**src/rtl/pc_redirect_unit_pkg.sv**
```systemverilog
// Shared definitions for the fetch PC redirect logic and the branch ALU.
package pc_redirect_unit_pkg;

    // Branch-op encoding produced by decode and consumed by the branch ALU.
    typedef enum logic [2:0] {
        OpEq     = 3'b000,
        OpNe     = 3'b001,
        OpJump   = 3'b010,
        OpNoJump = 3'b011,
        OpLt     = 3'b100,
        OpGe     = 3'b101,
        OpLtu    = 3'b110,
        OpGeu    = 3'b111
    } branch_op_e;

    // Fetch-control FSM states.
    typedef enum logic [1:0] {
        StBoot     = 2'b00,
        StRun      = 2'b01,
        StWaitTrap = 2'b10
    } redirect_state_e;

    localparam logic [31:0] RESET_VECTOR_DEFAULT = 32'h0000_0000;

    // True for the six conditional compare ops; JUMP and NO_JUMP are not branches.
    function automatic logic is_cond_op(input logic [2:0] op);
        return !((op == OpJump) || (op == OpNoJump));
    endfunction

endpackage

```
**src/rtl/pc_redirect_unit_perf_counter.sv**
```systemverilog
// 32-bit wrapping event counter with synchronous clear and count enable.
module perf_counter (
    input  logic        i_clk,
    input  logic        i_rst,
    input  logic        i_clr,
    input  logic        i_en,
    output logic [31:0] o_count
);

    logic [31:0] r_count;

    // Count enabled events; reset and clear both return to zero.
    always_ff @(posedge i_clk) begin
        if (i_rst || i_clr) begin
            r_count <= 32'd0;
        end else if (i_en) begin
            r_count <= r_count + 32'd1;
        end
    end

    assign o_count = r_count;

endmodule

```
**src/rtl/pc_redirect_unit.sv**
```systemverilog
// Fetch PC owner: selects sequential / branch target / trap vector / hold each
// cycle, flushes the two younger stages on a redirect, parks fetch after a
// misaligned control transfer until the trap arrives, and counts branches.
module pc_redirect_unit
    import pc_redirect_unit_pkg::*;
#(
    parameter logic [31:0] RESET_VECTOR = RESET_VECTOR_DEFAULT
) (
    input  logic        i_clk,
    input  logic        i_rst,
    input  logic        i_stall,
    input  logic        i_ex_valid,
    input  logic [2:0]  i_ex_branch_op,
    input  logic        i_branch_taken,
    input  logic [31:0] i_ex_target,
    input  logic        i_trap_valid,
    input  logic [31:0] i_trap_vector,
    output logic [31:0] o_pc,
    output logic        o_fetch_valid,
    output logic        o_flush_if_id,
    output logic        o_flush_id_ex,
    output logic        o_misalign_exc,
    output logic [31:0] o_misalign_tval,
    output logic [31:0] o_branch_cnt,
    output logic [31:0] o_taken_cnt
);

    redirect_state_e r_state;
    logic [31:0]     r_pc;
    logic            r_fetch_valid;
    logic            r_misalign_exc;
    logic [31:0]     r_misalign_tval;

    logic w_in_run;
    logic w_in_wait;
    logic w_take;
    logic w_aligned;
    logic w_redirect;
    logic w_accept;
    logic w_branch_en;
    logic w_taken_en;

    assign w_in_run  = (r_state == StRun);
    assign w_in_wait = (r_state == StWaitTrap);
    // NO_JUMP never redirects, whatever the ALU says about branch_taken.
    assign w_take    = i_ex_valid && i_branch_taken && (i_ex_branch_op != OpNoJump);
    assign w_aligned = (i_ex_target[1:0] == 2'b00);

    // Flushes fire in the decision cycle so the killed instructions drop at this edge.
    assign w_redirect = !i_rst &&
                        ((w_in_run && (i_trap_valid || w_take)) || (w_in_wait && i_trap_valid));
    assign o_flush_if_id = w_redirect;
    assign o_flush_id_ex = w_redirect;

    // A trap in the same cycle discards the EX resolution, so it is not counted.
    assign w_accept    = w_in_run && i_ex_valid && !i_trap_valid;
    assign w_branch_en = w_accept && is_cond_op(i_ex_branch_op);
    assign w_taken_en  = w_branch_en && i_branch_taken;

    // Fetch-control FSM: next PC select, fetch_valid and misalign exception registers.
    always_ff @(posedge i_clk) begin
        if (i_rst) begin
            r_state         <= StBoot;
            r_pc            <= RESET_VECTOR;
            r_fetch_valid   <= 1'b0;
            r_misalign_exc  <= 1'b0;
            r_misalign_tval <= 32'd0;
        end else begin
            r_misalign_exc <= 1'b0;
            unique case (r_state)
                StBoot: begin
                    r_state       <= StRun;
                    r_fetch_valid <= 1'b1;
                end
                StRun: begin
                    if (i_trap_valid) begin
                        r_pc <= i_trap_vector;
                    end else if (w_take && w_aligned) begin
                        r_pc <= i_ex_target;
                    end else if (w_take) begin
                        // Park fetch at the current pc until the exception trap arrives.
                        r_state         <= StWaitTrap;
                        r_fetch_valid   <= 1'b0;
                        r_misalign_exc  <= 1'b1;
                        r_misalign_tval <= i_ex_target;
                    end else if (!i_stall) begin
                        r_pc <= r_pc + 32'd4;
                    end
                end
                StWaitTrap: begin
                    if (i_trap_valid) begin
                        r_pc          <= i_trap_vector;
                        r_state       <= StRun;
                        r_fetch_valid <= 1'b1;
                    end
                end
                default: begin
                    r_state       <= StBoot;
                    r_fetch_valid <= 1'b0;
                end
            endcase
        end
    end

    assign o_pc            = r_pc;
    assign o_fetch_valid   = r_fetch_valid;
    assign o_misalign_exc  = r_misalign_exc;
    assign o_misalign_tval = r_misalign_tval;

    perf_counter u_branch_cnt (
        .i_clk   (i_clk),
        .i_rst   (i_rst),
        .i_clr   (1'b0),
        .i_en    (w_branch_en),
        .o_count (o_branch_cnt)
    );

    perf_counter u_taken_cnt (
        .i_clk   (i_clk),
        .i_rst   (i_rst),
        .i_clr   (1'b0),
        .i_en    (w_taken_en),
        .o_count (o_taken_cnt)
    );

endmodule
```
**config.mk**
```make
export PLATFORM = sky130hd
export DESIGN_NAME = pc_redirect_unit
export DESIGN_NICKNAME = d
export VERILOG_FILES = /design/src/rtl/pc_redirect_unit_pkg.sv /design/src/rtl/pc_redirect_unit_perf_counter.sv /design/src/rtl/pc_redirect_unit.sv
export SDC_FILE = /design/constraint.sdc
export NUM_CORES = 1
export LEC_CHECK = 0
export CAP_MARGIN = 20
export CELL_PAD_IN_SITES_DETAIL_PLACEMENT = 1
export CELL_PAD_IN_SITES_GLOBAL_PLACEMENT = 2
export CORE_MARGIN = 1
export CORE_UTILIZATION = 30
export CTS_BUF_LIST = sky130_fd_sc_hd__clkbuf_2 sky130_fd_sc_hd__clkbuf_4 sky130_fd_sc_hd__clkbuf_8
export CTS_CLUSTER_SIZE = 30
export DETAILED_ROUTE_END_ITERATION = 6
export PLACE_DENSITY = 0.87
export SLEW_MARGIN = 10
export SYNTH_ARGS = -nofsm -noshare
export SYNTH_HDL_FRONTEND = slang
export SYNTH_HIERARCHICAL = 1
export SYNTH_SLANG_ARGS = --single-unit
```
**constraint.sdc**
```tcl
create_clock -name i_clk -period 4.28 [get_ports i_clk]
set_input_delay 0.856 -clock i_clk [delete_from_list [all_inputs] [get_ports i_clk]]
set_output_delay 0.856 -clock i_clk [all_outputs]
set_load 0.005 [all_outputs]
```
Word-level counts from Yosys, hierarchy flattened. Index checks and enable logic that the tools add are counted.

Bits in registers: 132. Output and inout port bits: 132. Logic and storage cells: 64.

Add/subtract/negate cells: 3. Equal/unequal tests: 11. Mux-type cells: 17. Bitwise operators: 3. Reductions and logical operators: 23.

Operators by type and width (count): $mux W32 (5); $add A32 B1 Y32 const B (2); $pmux W32 S2 (1); $add A32 B3 Y32 const B (1); $reduce_and A4 Y1 (3); $logic_and A1 B1 Y1 (10); $mux W2 (4); $ne A4 B3 Y1 const B (2); $eq A3 B2 Y1 const B (2); $ne A2 B2 Y1 const B (3); $pmux W2 S3 (1); $mux W1 (5); $logic_not A2 Y1 (2); $reduce_or A4 Y1 (1); $logic_not A1 Y1 (3); $logic_or A1 B1 Y1 (3); $ne A3 B2 Y1 const B (1); $not A1 Y1 (3); $pmux W1 S3 (1); $eq A2 B1 Y1 const B (1); $eq A2 B2 Y1 const B (1); $ne A2 B1 Y1 const B (1); $reduce_bool A2 Y1 (1).

Depth between registers and ports, before layout. Gate-level depths: netlist (run 1).

Word-level depth: 6. Depth in mapped cells: 12. Gate-level depth less buffers: 10.

Hierarchy. The synthesis (run 1) kept the hierarchy.

By module, submodules not included: pc_redirect_unit (times used 1, cells each 510, area each 3769.9 um^2, seq. area each 1341.3 um^2); perf_counter (times used 2, cells each 178, area each 1566.5 um^2, seq. area each 640.6 um^2).

Worst setup path after synthesis (run 1). OpenSTA, ideal clock, no wires.

Path type: input to register. Start point: input i_trap_valid. End point: register u_taken_cnt.r_count[28] (netlist: u_taken_cnt/o_count[28]). Arrival: 2.622 ns. Setup slack: 1.587 ns. Stages on the path: 9. Buffers on the path: 1. Path through: nor2b_1 -> nand2_1 -> a21oi_1 -> and2_1 -> buf_4 -> nand3_2 -> or3_1 -> or4_1 -> a21oi_1.

Word-level cells in the longest chain between the ends: 4.

Ends and longest elaborated chain: start: declaration (line pc_redirect_unit.sv:16) `input logic i_trap_valid,`; $logic_not A1 Y1 (line pc_redirect_unit.sv:56) `assign w_accept = w_in_run && i_ex_valid && !i_trap_valid;`; $logic_and A1 B1 Y1 (line pc_redirect_unit.sv:56); $logic_and A1 B1 Y1 (line pc_redirect_unit.sv:57) `assign w_branch_en = w_accept && is_cond_op(i_ex_branch_op);`; net w_branch_en (line pc_redirect_unit.sv:40) `logic w_branch_en;`; $logic_and A1 B1 Y1 (line pc_redirect_unit.sv:58) `assign w_taken_en = w_branch_en && i_branch_taken;`; net w_taken_en (line pc_redirect_unit.sv:41) `logic w_taken_en;`; end signal: assignment (line pc_redirect_unit_perf_counter.sv:17) `r_count <= r_count + 32'd1;`; end: declaration (line pc_redirect_unit_perf_counter.sv:10) `logic [31:0] r_count;`.

The timed path passes the listed nets, and every way through them passes these cells. A chain may end at the register's enable or synchronous reset.

Worst setup path in the final report (run 1).
Start point: input i_ex_branch_op[1]. End point: output o_flush_if_id.

Word-level cells in the longest chain between the ends: 6.

Ends and longest elaborated chain: start: declaration (line pc_redirect_unit.sv:13) `input logic [2:0] i_ex_branch_op,`; $ne A3 B2 Y1 (line pc_redirect_unit.sv:46) `assign w_take = i_ex_valid && i_branch_taken && (i_ex_branch_op != OpNoJump);`; $logic_and A1 B1 Y1 (line pc_redirect_unit.sv:46); $logic_or A1 B1 Y1 (line pc_redirect_unit.sv:51) `((w_in_run && (i_trap_valid || w_take)) || (w_in_wait && i_trap_valid));`; $logic_and A1 B1 Y1 (line pc_redirect_unit.sv:51); $logic_or A1 B1 Y1 (line pc_redirect_unit.sv:51); $logic_and A1 B1 Y1 (line pc_redirect_unit.sv:50) `assign w_redirect = !i_rst &&`; end: declaration (line pc_redirect_unit.sv:20) `output logic o_flush_if_id,`.

Every way passes these cells.

==> results of run 1 <==
-- stage by stage --
step	setup WS, ns	area, sq um	power [W]	instances	hold WS, ns
floorplan	1.59	6940	0.00211	875	0.453
global placement	0.689	9200	0.00266	1321	0.442
detailed placement	0.557	9200	0.00266	1321	0.447
CTS	0.686	9550	0.00368	1351	0.459
global route	0.573	9550	0.00387	1351	0.485
finish	0.693	9550	0.00363	1351	0.454
-- Yosys cell counts, types with 10 or more instances --
cell type	count
nand2_1	124
nand3_1	38
a31oi_1	13
nor3_1	14
buf_1	10
or4_1	18
nand4_1	32
and4_1	12
dfxtp_1	131
clkbuf_1	30
or3_1	28
o31ai_1	20
a21oi_1	97
nor2_1	57
xor2_1	23
nand3_2	10
xnor2_1	10
o21ai_0	46
-- layout make-up --
class	instances	area (sq um)	share of cell area
sequential	131	2620	0.275
timing repair buffer	219	2160	0.226
inverter	9	33.8	0.00354
clock buffer	18	248	0.0259
multi-input combinational	677	4020	0.421
clock inverter	12	110	0.0115
tap	285	357	0.0373
-- flip-flops by register name, summed over array words and instances (netlist names) --
name and count:
o_misalign_exc 1, o_fetch_valid 1, o_misalign_tval 32, r_state 1, u_taken_cnt/o_count 32, o_pc 32, u_branch_cnt/o_count 32
-- power by group through the flow --
| stage | clock, W | combinational, W | sequential (W) |
|---|---|---|---|
| after floorplan | 0 | 0.000612 | 0.00150 |
| after global placement | 0 | 0.00113 | 0.00153 |
| after detailed placement | 0 | 0.00113 | 0.00153 |
| after CTS | 0.00104 | 0.00114 | 0.00151 |
| after global routing | 0.00109 | 0.00125 | 0.00153 |
| final | 0.000998 | 0.00113 | 0.00151 |
-- cell families (layout without fill, tap and decap cells) --
logic type               after synthesis  after routing
adder cells (fa/ha/maj)                7              7
flip-flops                           131            131
XOR/XNOR                              33             33
other                                  1             10
AO/OA/AOI/OAI                        234            234
multiplexers                           9              9
AND/OR/NAND/NOR                      384            384
buffers and inverters                 67            258
-- worst max-delay path by stage --
stage / end / cells past startpoint / start
6_report: o_flush_if_id / 6 / i_ex_branch_op[1]
5_1_grt: o_flush_id_ex / 6 / i_ex_branch_op[1]
4_1_cts: o_flush_if_id / 6 / i_ex_branch_op[2]
3_5_place_dp: u_taken_cnt/o_count[28] / 9 / i_trap_valid
3_3_place_gp: u_taken_cnt/o_count[28] / 9 / i_trap_valid
2_1_floorplan: u_taken_cnt/o_count[28] / 9 / i_trap_valid
-- worst max-delay path: cells and delay by family --
kind / cells / cell delay, ns
buf+inv: 2 / 0.99
simple gates: 2 / 0.60
compound gates: 2 / 0.28
-- layer usage --
layer	routed length, um	GRT usage
met1	11200	0.267
met4	421	0.0686
met2	11900	0.360
met5	0	0
met3	1380	0.0530
==> results.cfg, run 1 <==
[yosys]
synth.area.mux_share = 0.0131
async_reset_ff_frac = 0
netlist_area_sq_um = 6900
ys.warnings.count = 6
synth-simple-area-share = 0.299
synth_edf_count = 0
synth-xor-area-share = 0.0419
yosysTopAreaCell = dfxtp_1
postSynthCellCount = 866
synth_seq_cells = 131
synth_top_flop_cell = dfxtp_1
synthAdderAreaFrac = 0.0127
synthTopCellsByArea = dfxtp_1, a21oi_1, nand2_1
yosysTopAreaCellShare = 0.380
synth.distinct_cells = 68
syn_avg_cell_area_sq_um = 7.97
synth_top_family_by_area = simple AND/OR/NAND/NOR gates
synth_compound_area_frac = 0.208
ys_seq_area_frac = 0.380

[power]
p_comb_frac = 0.310
pwr-share-clk = 0.275
p_leak_nw = 3.08
peakVddDrop_v = 0.000221
power_density_nw_per_um2 = 380
p_int_w = 0.00232
swShare = 0.360
seqPwrFrac = 0.415
p_switching_w = 0.00131

[placement]
hpwl_um = 18300
gp_congestion = 0.830
portBuffers = 204

[clocking]
clk_pin_slew_ns = 0.08
clock_latency_ns = 0.45
root_buffer = clkbuf_8
clkSinkCount = 131
post_cts_resized = 0
cts_tree = built
htree_levels = 4
clk_path_buf_depth = 2
cts_hold_buf = 0
numCtsBuffers = 17
postCtsSetupBuffers = 0

[setup_path]
regToRegSetupSlack_ns = 1.13
worstPathArrival_ns = 2.73
worstPathMaxFanout = 13
cp.required_ns = 3.42
rr_worst_depth = 10
cp_common_cell = clkdlybuf4s50_1
timing.rr.end = u_taken_cnt/o_count[28]
critical_path_class = in2out
crit_slowest_cell = clkdlybuf4s50_1
end_kind = output port
r2r_start = r_state[1]
slowest_delay_ns = 0.53
startpoint_type = input pin
worstPathCellList = clkdlybuf4s50_1, and3b_1, nor2_1, o21ai_0, a21oi_1, clkdlybuf4s50_1

[detailed_routing]
vias = 7276
drc = 0
wl_per_cell_um = 18.5
via_per_inst = 5.39
routed_wl_um = 24900
ant_nets = 0
drt_iter0_markers = 273
first_pass_iters = 4

[outcome]
status = complete, no violations

[floorplan]
start_util = 0.306
dieArea_sq_um = 23600
dieHeight_um = 154
rows = 55
core_area_sq_um = 22600
die_w_um = 154
io_pins = 205

[run]
cap_viol_max_count = 0

[global_route]
grt_first_pass_wirelength_um = 40000
grt_max_degree = 36
antenna_found_initial = 0
groute.usage.overall = 0.214
first_global_vias = 7249
grt-ovfl-total = 0

[worst_hold_path]
min_delay_path_depth = 2
min_to = o_misalign_tval[25]
min_from = o_misalign_tval[25]
hp-class = reg2reg

[cells_and_area]
fill_cells = 2692
utilization = 0.423
n_antenna_cell = 0
layout_common_cells = clkdlybuf4s50_1, dfxtp_1, nand2_1
layout-drive-gt1-share = 0.0797
area_growth_pct = 38.4
final_common_cell = clkdlybuf4s50_1
layout.nets = 1135

[timing]
hold_viol_final = 0
report.final.slew_viol_count = 0
rsz0062_at_grt = no
setup_viol = 0
fin_skew_ns = 0.0205
slew_headroom = 0.343
max_freq_mhz = 279
finalCritPeriodShare = 0.838
min_period_ns = 3.59
tightest_slew_ns = 0.977
timing.setup.tns_ns = 0
Note: power is estimated with default switching activity, not from simulation.
==> run 2: changes to the inputs <==
--- a/config.mk
+++ b/config.mk
@@ -9,11 +9,11 @@
 export CELL_PAD_IN_SITES_DETAIL_PLACEMENT = 1
 export CELL_PAD_IN_SITES_GLOBAL_PLACEMENT = 2
 export CORE_MARGIN = 1
-export CORE_UTILIZATION = 30
+export CORE_UTILIZATION = 25
 export CTS_BUF_LIST = sky130_fd_sc_hd__clkbuf_2 sky130_fd_sc_hd__clkbuf_4 sky130_fd_sc_hd__clkbuf_8
 export CTS_CLUSTER_SIZE = 30
 export DETAILED_ROUTE_END_ITERATION = 6
-export PLACE_DENSITY = 0.87
+export PLACE_DENSITY = 0.77
 export SLEW_MARGIN = 10
 export SYNTH_ARGS = -nofsm -noshare
 export SYNTH_HDL_FRONTEND = slang
==> constraint.sdc (replaced) <==
create_clock -name i_clk -period 3.04 [get_ports i_clk]
set_input_delay 0.608 -clock i_clk [delete_from_list [all_inputs] [get_ports i_clk]]
set_output_delay 0.608 -clock i_clk [all_outputs]
set_load 0.005 [all_outputs]
==> run 2 against run 1 <==
  * Worst setup slack worse by 0.49 ns
  * Via count rose by 2.3%
  * Clock skew hardly changed
  * Global-route usage fell by 2.5 points
  * Wire length rose by 8.3%
  * First-iteration DRC count increased by 58%
  * Sequential cell count unchanged
  * Clock power increased by 61%
  * Critical path type unchanged
==> results.cfg, run 2 (synthesis results as in run 1) <==
[cells_and_area]
final_common_cell = clkdlybuf4s50_1
layout_common_cells = clkdlybuf4s50_1, dfxtp_1, nand2_1
area_growth_pct = 42.5
layout.nets = 1157
layout-drive-gt1-share = 0.100
final_area_sq_um = 9840
n_antenna_cell = 0

[detailed_routing]
routed_wl_um = 27000
ant_nets = 0
vias = 7446
first_pass_iters = 5
via_per_inst = 5.20
wl_per_cell_um = 18.9
drc = 0
drt_iter0_markers = 430

[global_route]
grt_first_pass_wirelength_um = 41800
grt-ovfl-total = 0
first_global_vias = 7265
grt_max_degree = 33
groute.usage.overall = 0.189
antenna_found_initial = 1

[timing]
tightest_slew_ns = 0.580
max_freq_mhz = 352
finalCritPeriodShare = 0.935
report.final.slew_viol_count = 0
timing.setup.tns_ns = 0
rsz0062_at_grt = no
slew_headroom = 0.612
setup_slack_ns = 0.199
min_period_ns = 2.84
hold_viol_final = 0
setup_viol = 0
fin_skew_ns = 0.0208

[power]
peakVddDrop_v = 0.000294
p_leak_nw = 3.20
power_density_nw_per_um2 = 552

[floorplan]
dieHeight_um = 168
start_util = 0.255
io_pins = 205
die_w_um = 168
rows = 60
core_area_sq_um = 27000
dieArea_sq_um = 28300

[outcome]
status = complete, no violations

[placement]
portBuffers = 204
preCtsSetupSlack_ns = 0.0318
hpwl_um = 20100
gp_congestion = 0.815
postPlaceCellArea_sq_um = 9430

[clocking]
cts_hold_buf = 0
htree_levels = 4
postCtsSetupBuffers = 0
clk_path_buf_depth = 2
cts_tree = built
numCtsBuffers = 17
clk_pin_slew_ns = 0.08
post_cts_resized = 0
root_buffer = clkbuf_8
clkSinkCount = 131
clock_latency_ns = 0.46

[setup_path]
cp.required_ns = 2.43
worstPathArrival_ns = 2.23
end_kind = output port
startpoint_type = input pin
worstPathMaxFanout = 2
critical_path_class = in2out

[worst_hold_path]
hp-class = in2reg

[run]
cap_viol_max_count = 0
-- run 2: cell count changes in the layout (fill, tap and decap cells not counted), sizes merged --
cell,delta
buf,+22
clkinvlp,+2
inv,+7
clkinv,-8
bufinv,+1
-- run 2: power by group --
group	internal [W]	total (W)	leakage (nW)	switching [W]
combinational	0.000808	0.00169	1.94	0.000878
clock	0.000767	0.00161	0.199	0.000845
sequential	0.00188	0.00213	1.06	0.000255
-- run 2: area by class of cell --
cell class                 count  area, sq um
sequential                   131         2620
tap                          341          427
clock inverter                14          166
inverter                       9         33.8
clock buffer                  18          241
fill                        3185        17200
timing repair buffer         241         2330
multi-input combinational    677         4020
-- run 2: stage by stage --
step                power, W  hold slack [ns]  instances  utilization
detailed placement   0.00386            0.446       1399        0.349
global placement     0.00384            0.442       1399        0.349
finish               0.00543            0.436       1431        0.364
CTS                  0.00552            0.398       1431        0.364
floorplan            0.00297            0.453        875            -
global route         0.00575            0.415       1431        0.364
-- run 2: routing by layer --
| layer | up-vias | share of wire | GRT usage |
|---|---|---|---|
| li1 | 3605 | - | - |
| met1 | 3634 | 0.47 | 0.248 |
| met2 | 183 | 0.47 | 0.314 |
| met4 | 2 | 0.0097 | 0.0423 |
| met3 | 22 | 0.051 | 0.0458 |
| met5 | - | 0.00048 | 0 |
-- run 2: final timing paths --
kind                              to  slack [ns]          startpoint  cells after the start
min reg2reg       o_misalign_tval[3]        0.46  o_misalign_tval[3]                      2
max reg2reg  u_taken_cnt/o_count[22]        0.40          r_state[1]                     11
min                          o_pc[2]        0.44               i_rst                      2
max                    o_flush_if_id        0.20   i_ex_branch_op[2]                      6
-- run 2: worst max-delay path, cell delays in order --
cell and delay [ns]:
clkdlybuf4s50_1 0.47, and3b_1 0.22, nor2_1 0.09, o21ai_0 0.08, a21oi_1 0.22, clkdlybuf4s50_1 0.54
